--- src/rtl/svc_rv_mem_arb.sv ---
// Two-port (instruction/data) arbiter onto one single-cycle-latency memory port.
// Data wins contention until it has won MAX_STREAK times in a row over a waiting fetch.
module svc_rv_mem_arb #(
    parameter int AW         = 10,
    parameter int XLEN       = 32,
    parameter int MAX_STREAK = 4
) (
    input  logic              clk,
    input  logic              rst_n,
    // instruction side
    input  logic              i_valid,
    input  logic [AW-1:0]     i_addr,
    output logic              i_ready,
    output logic              i_rvalid,
    output logic [XLEN-1:0]   i_rdata,
    // data side
    input  logic              d_valid,
    input  logic              d_we,
    input  logic [AW-1:0]     d_addr,
    input  logic [XLEN-1:0]   d_wdata,
    input  logic [XLEN/8-1:0] d_wstrb,
    output logic              d_ready,
    output logic              d_rvalid,
    output logic [XLEN-1:0]   d_rdata,
    // memory side
    output logic              m_en,
    output logic              m_we,
    output logic [AW-1:0]     m_addr,
    output logic [XLEN-1:0]   m_wdata,
    output logic [XLEN/8-1:0] m_wstrb,
    input  logic [XLEN-1:0]   m_rdata,
    // observability of the fairness counter
    output logic [3:0]        dbg_streak
);

    localparam logic [3:0] STREAK_MAX = 4'(MAX_STREAK);

    // Handshake: a request is granted in a cycle where its valid and ready are both 1.
    // Ready is a pure function of the valids and the streak, never of response state.
    logic [3:0] streak_q, streak_d;
    logic       rsp_i_q, rsp_i_d;
    logic       rsp_d_q, rsp_d_d;
    logic       i_starved;

    always_ff @(posedge clk or negedge rst_n) begin
        if (!rst_n) begin
            streak_q <= 4'd0;
            rsp_i_q  <= 1'b0;
            rsp_d_q  <= 1'b0;
        end else begin
            streak_q <= streak_d;
            rsp_i_q  <= rsp_i_d;
            rsp_d_q  <= rsp_d_d;
        end
    end

    // Grant selection; rst_n gates ready so nothing issues while in reset.
    always_comb begin
        i_starved = i_valid && (streak_q == STREAK_MAX);
        d_ready   = rst_n & d_valid & ~i_starved;
        i_ready   = rst_n & i_valid & ~d_ready;
    end

    always_comb begin
        streak_d = streak_q;
        if (!i_valid || i_ready) begin
            streak_d = 4'd0;
        end else if (d_ready) begin
            streak_d = (streak_q == STREAK_MAX) ? STREAK_MAX : streak_q + 4'd1;
        end
        rsp_i_d = i_ready;
        rsp_d_d = d_ready & ~d_we;
    end

    always_comb begin
        m_en    = i_ready | d_ready;
        m_we    = d_ready & d_we;
        m_addr  = '0;
        m_wdata = '0;
        m_wstrb = '0;
        if (d_ready) begin
            m_addr = d_addr;
        end else if (i_ready) begin
            m_addr = i_addr;
        end
        if (m_we) begin
            m_wdata = d_wdata;
            m_wstrb = d_wstrb;
        end
    end

    // Read data is steered to whichever port owned last cycle's read.
    always_comb begin
        i_rvalid   = rsp_i_q;
        d_rvalid   = rsp_d_q;
        i_rdata    = rsp_i_q ? m_rdata : '0;
        d_rdata    = rsp_d_q ? m_rdata : '0;
        dbg_streak = streak_q;
    end

endmodule

--- config.mk ---
export PLATFORM = sky130hd
export DESIGN_NAME = svc_rv_mem_arb
export DESIGN_NICKNAME = d
export VERILOG_FILES = /design/src/rtl/svc_rv_mem_arb.sv
export SDC_FILE = /design/constraint.sdc
export NUM_CORES = 1
export LEC_CHECK = 0
export ABC_AREA = 0
export CAP_MARGIN = 20
export CELL_PAD_IN_SITES_DETAIL_PLACEMENT = 1
export CELL_PAD_IN_SITES_GLOBAL_PLACEMENT = 1
export CORE_MARGIN = 4
export CORE_UTILIZATION = 12
export CTS_CLUSTER_SIZE = 40
export DETAILED_ROUTE_END_ITERATION = 10
export HOLD_SLACK_MARGIN = 0.06
export PLACE_DENSITY_LB_ADDON = 0.1
export REMOVE_ABC_BUFFERS = 1
export SYNTH_ARGS = -nofsm -noshare
export SYNTH_HDL_FRONTEND = slang
export SYNTH_SLANG_ARGS = --single-unit
--- constraint.sdc ---
create_clock -name clk -period 3.15 [get_ports clk]
set_input_delay 0.63 -clock clk [delete_from_list [all_inputs] [get_ports clk]]
set_output_delay 0.63 -clock clk [all_outputs]
set_load 0.1 [all_outputs]
==> metrics.md <==
| Metric | Value |
|---|---|
| Hold_buf cts | 0 |
| Status | finished clean |
| Total CTS buffers | 3 |
| Slowest-stage cell, CP | clkdlybuf4s50_1 |
| Slew Viols, Final | 0 |
| Overall routing resource usage | 12.5% |
| Worst setup EP type | primary output |
| GRT overflow | 0 |
| Synth warn | 0 |
| Clock buffer depth | 2 |
| PwrDens | 231 nW/um^2 |
| Minimum clock period | 2.86 ns |
| Top cells by area, synth | and2_1 46%, dfrtp_1 13%, and2_2 10% |
| Wire length per cell | 15.0 um |
| Sinks on the clock net | 6 |
| FF+latch count, synth | 6 |
| Fill cells | 1065 |
| Pin count of the biggest net entering global routing | 38 |
| Pint | 0.406 mW |
| DRT iter0 DRCs | 49 |
| Drt pass-1 iters | 4 |
| Mapped Cells | 156 |
| Async SR Flop Fraction | 100% |
| Wire length on met3 | 693 um |
| Post-route setup TNS | 0 ns |
| Highest metal used | met4 |
| WP buf/inv | 3 |
| Root buf cell | clkbuf_8 |
| Clock Skew | 0.00133 ns |
| Initial Util | 12.4% |
| Ant diodes | 0 |
| Comb pwr share | 76.5% |
| Clk pin slew, worst setup/hold paths | 0.04 ns |
| Htree depth | 1 |
| Critical R2R Launch | dbg_streak[0]$_DFFE_PN0P_ |
| Total Nets Final | 459 |
| Final core utilization | 40.4% |
| Required time of the critical path | 2.52 ns |
| Final Cycle Share | 90.8% |
| Placer Congestion | 0.716 |
| Area share of the leading cell type in the synthesized netlist | 46.4% |
| Fin. Hold Viols | 0 |
| Syn Area/Cell | 7.43 um^2 |
| Multi-input logic area | 911 um^2 |
| Top Family by Delay on Critical Path | buffers and inverters |
| EDFF count, synth | 0 |
| Row count | 35 |
| Post-Synth Simple-Gate Area | 62.1% |
| DRC | 0 |
| Leak | 1.71 nW |
| Post-Layout Cell Count | 491 |
| DR vias/cell | 3.79 |
| CP Cell Sequence | clkdlybuf4s50_1 > nand2_1 > a211oi_4 > buf_12 > and2_1 > buf_12 |
| Area Growth Syn to Fin | 225% |
| Max frequency | 0.350 GHz |
| Via count | 1863 |
| Postcts setup bufs | 0 |
| # port buffers | 212 |
| Vias in the first global route | 2011 |
| Hold slack | 0.698 ns |
| Total wire length | 7380 um |
| M1 WL | 2580 um |
| Switching Power | 0.463 mW |
| Die Wd | 106 um |
| Synth cell types | 27 |
| VDD IR max | 0.182 mV |
| Most frequent CP cell | buf_12 |
| Worst Hold Class | flip-flop to flip-flop |
| Post-Syn Area | 1160 um^2 |
| Post-synthesis sequential area ratio | 13.0% |
| Slew margin rel. | 43.1% |
| Synth Area in Compound Gates | 13.6% |
| Max-Cap Viols | 0 |
| Synth top cells by count | 86 x and2_1, 16 x and2_2, 10 x a22o_1, 6 x clkbuf_1, 6 x dfrtp_1 |
| Final setup violation count | 0 |
| Crit path largest cell delay | 0.52 ns |
| Area share of xor/xnor cells in the synthesized design | 0.756% |
| Antenna Nets Post-Route | 0 |
| Critical path class | input pin to primary output |
| Die area | 11300 um^2 |
| Fraction of layout cells with a size suffix above 1 | 39.8% |
| RSZ-0062 raised after global routing | false |
| Worst Reg-to-Reg Cells | 6 |
| Die Ht | 106 um |
| Global-route wire length before repair | 11300 um |
| Worst reg2reg setup slack | 1.53 ns |
| Initial antenna violation count | 0 |
| Switching share of power | 53.3% |
| TritonCTS clock tree | yes |
| Crit path max fanout | 37 |
| Synth Flop Type | dfrtp_1 |
| # IOs | 213 |
| WHS Path Cells | 2 |
| Adder-cell share of the synthesized area | 2.16% |
| Sequential share of power | 10.2% |
| Placed cells | 488 |
| Hold Path Origin | dbg_streak[3]$_DFFE_PN0P_ |
| Core area | 9330 um^2 |
| Met2 wire length | 3980 um |
| Post-CTS sizing | 0 |
| Post-synthesis mux area share | 0% |
| Crit path arrival time | 2.23 ns |
| Min-Delay Endpoint | dbg_streak[3]$_DFFE_PN0P_ |
| Worst-Margin Slew | 0.854 ns |
| Largest family of logic cells by synthesized area | simple AND/OR/NAND/NOR gates |
| Largest area contributor in the netlist | and2_1 |
| Post-DP HPWL | 6520 um |
| Worst skew pair latency | 0.22 ns |
| Clock power share | 13.4% |
| Reg-to-reg endpoint | d_rvalid$_DFF_PN0_ |
| Startpoint types | input pin |
| Register Area | 150 um^2 |
| Most numerous cell in the Yosys netlist | and2_1 |
registers in the layout, summed over array words and instances, names as in the netlist:
signal and cells:
dbg_streak 4, d_rvalid 1, i_rvalid 1
how the worst max path moves through the flow:
stage               cells past startpoint                       from         end
detailed placement                      6                    d_valid  m_wdata[2]
global placement                        6                    d_valid  m_wdata[4]
global route                            6                    d_valid  m_wdata[2]
floorplan                               5  dbg_streak[0]$_DFFE_PN0P_   m_addr[0]
finish                                  6                    d_valid  m_wdata[2]
CTS                                     6                    d_valid  m_wdata[2]
cell families (layout without fill, tap and decap cells):
logic type	Yosys count	count (layout)
simple gates	112	112
fa+ha+maj	2	2
xor+xnor	1	1
buf+inv	17	223
compound gates	18	18
flops	6	6
layout make-up:
class | instances | area share, %
Inverter | 4 | 0.398
Sequential cell | 6 | 3.98
Tap cell | 129 | 4.28
Timing Repair Buffer | 216 | 66.1
Clock buffer | 3 | 1.10
Multi-Input combinational cell | 133 | 24.2
worst min-delay path, stage by stage (launching register included):
cell,delay (ns)
dfrtp_1,0.40
xnor2_1,0.09
and3_1,0.17
power groups by stage:
stage	sequential [mW]	combinational (mW)	clock [mW]
after CTS	0.0888	0.671	0.122
after detailed placement	0.0897	0.670	0
after global placement	0.0899	0.667	0
after global routing	0.0899	0.687	0.124
final	0.0883	0.665	0.116
after floorplan	0.100	0.374	0
metal layers:
layer  global-route usage (%)  vias up
li1                         -      910
met1                     13.1      839
met2                     24.6      105
met3                     3.28        9
met4                     2.68        0
met5                        0        -
metrics by stage:
stage	power [mW]	cell area, um^2	setup WS [ns]
after floorplan	0.474	1080	-1.94
after global placement	0.757	3730	0.349
after detailed placement	0.759	3730	0.280
after CTS	0.881	3770	0.279
after global routing	0.901	3770	0.194
final	0.869	3770	0.291
placed cells by master (no fill, tap or decap), drive strengths merged, types with 2 or more instances in the layout:
master | synthesis | layout
clkdlybuf4s50 | 0 | 92
a22o | 10 | 10
and2 | 102 | 102
o21a | 2 | 2
ha | 2 | 2
dfrtp | 6 | 6
buf | 7 | 124
clkbuf | 6 | 3
inv | 4 | 4
No activity file was read; power rests on OpenSTA's default activity.
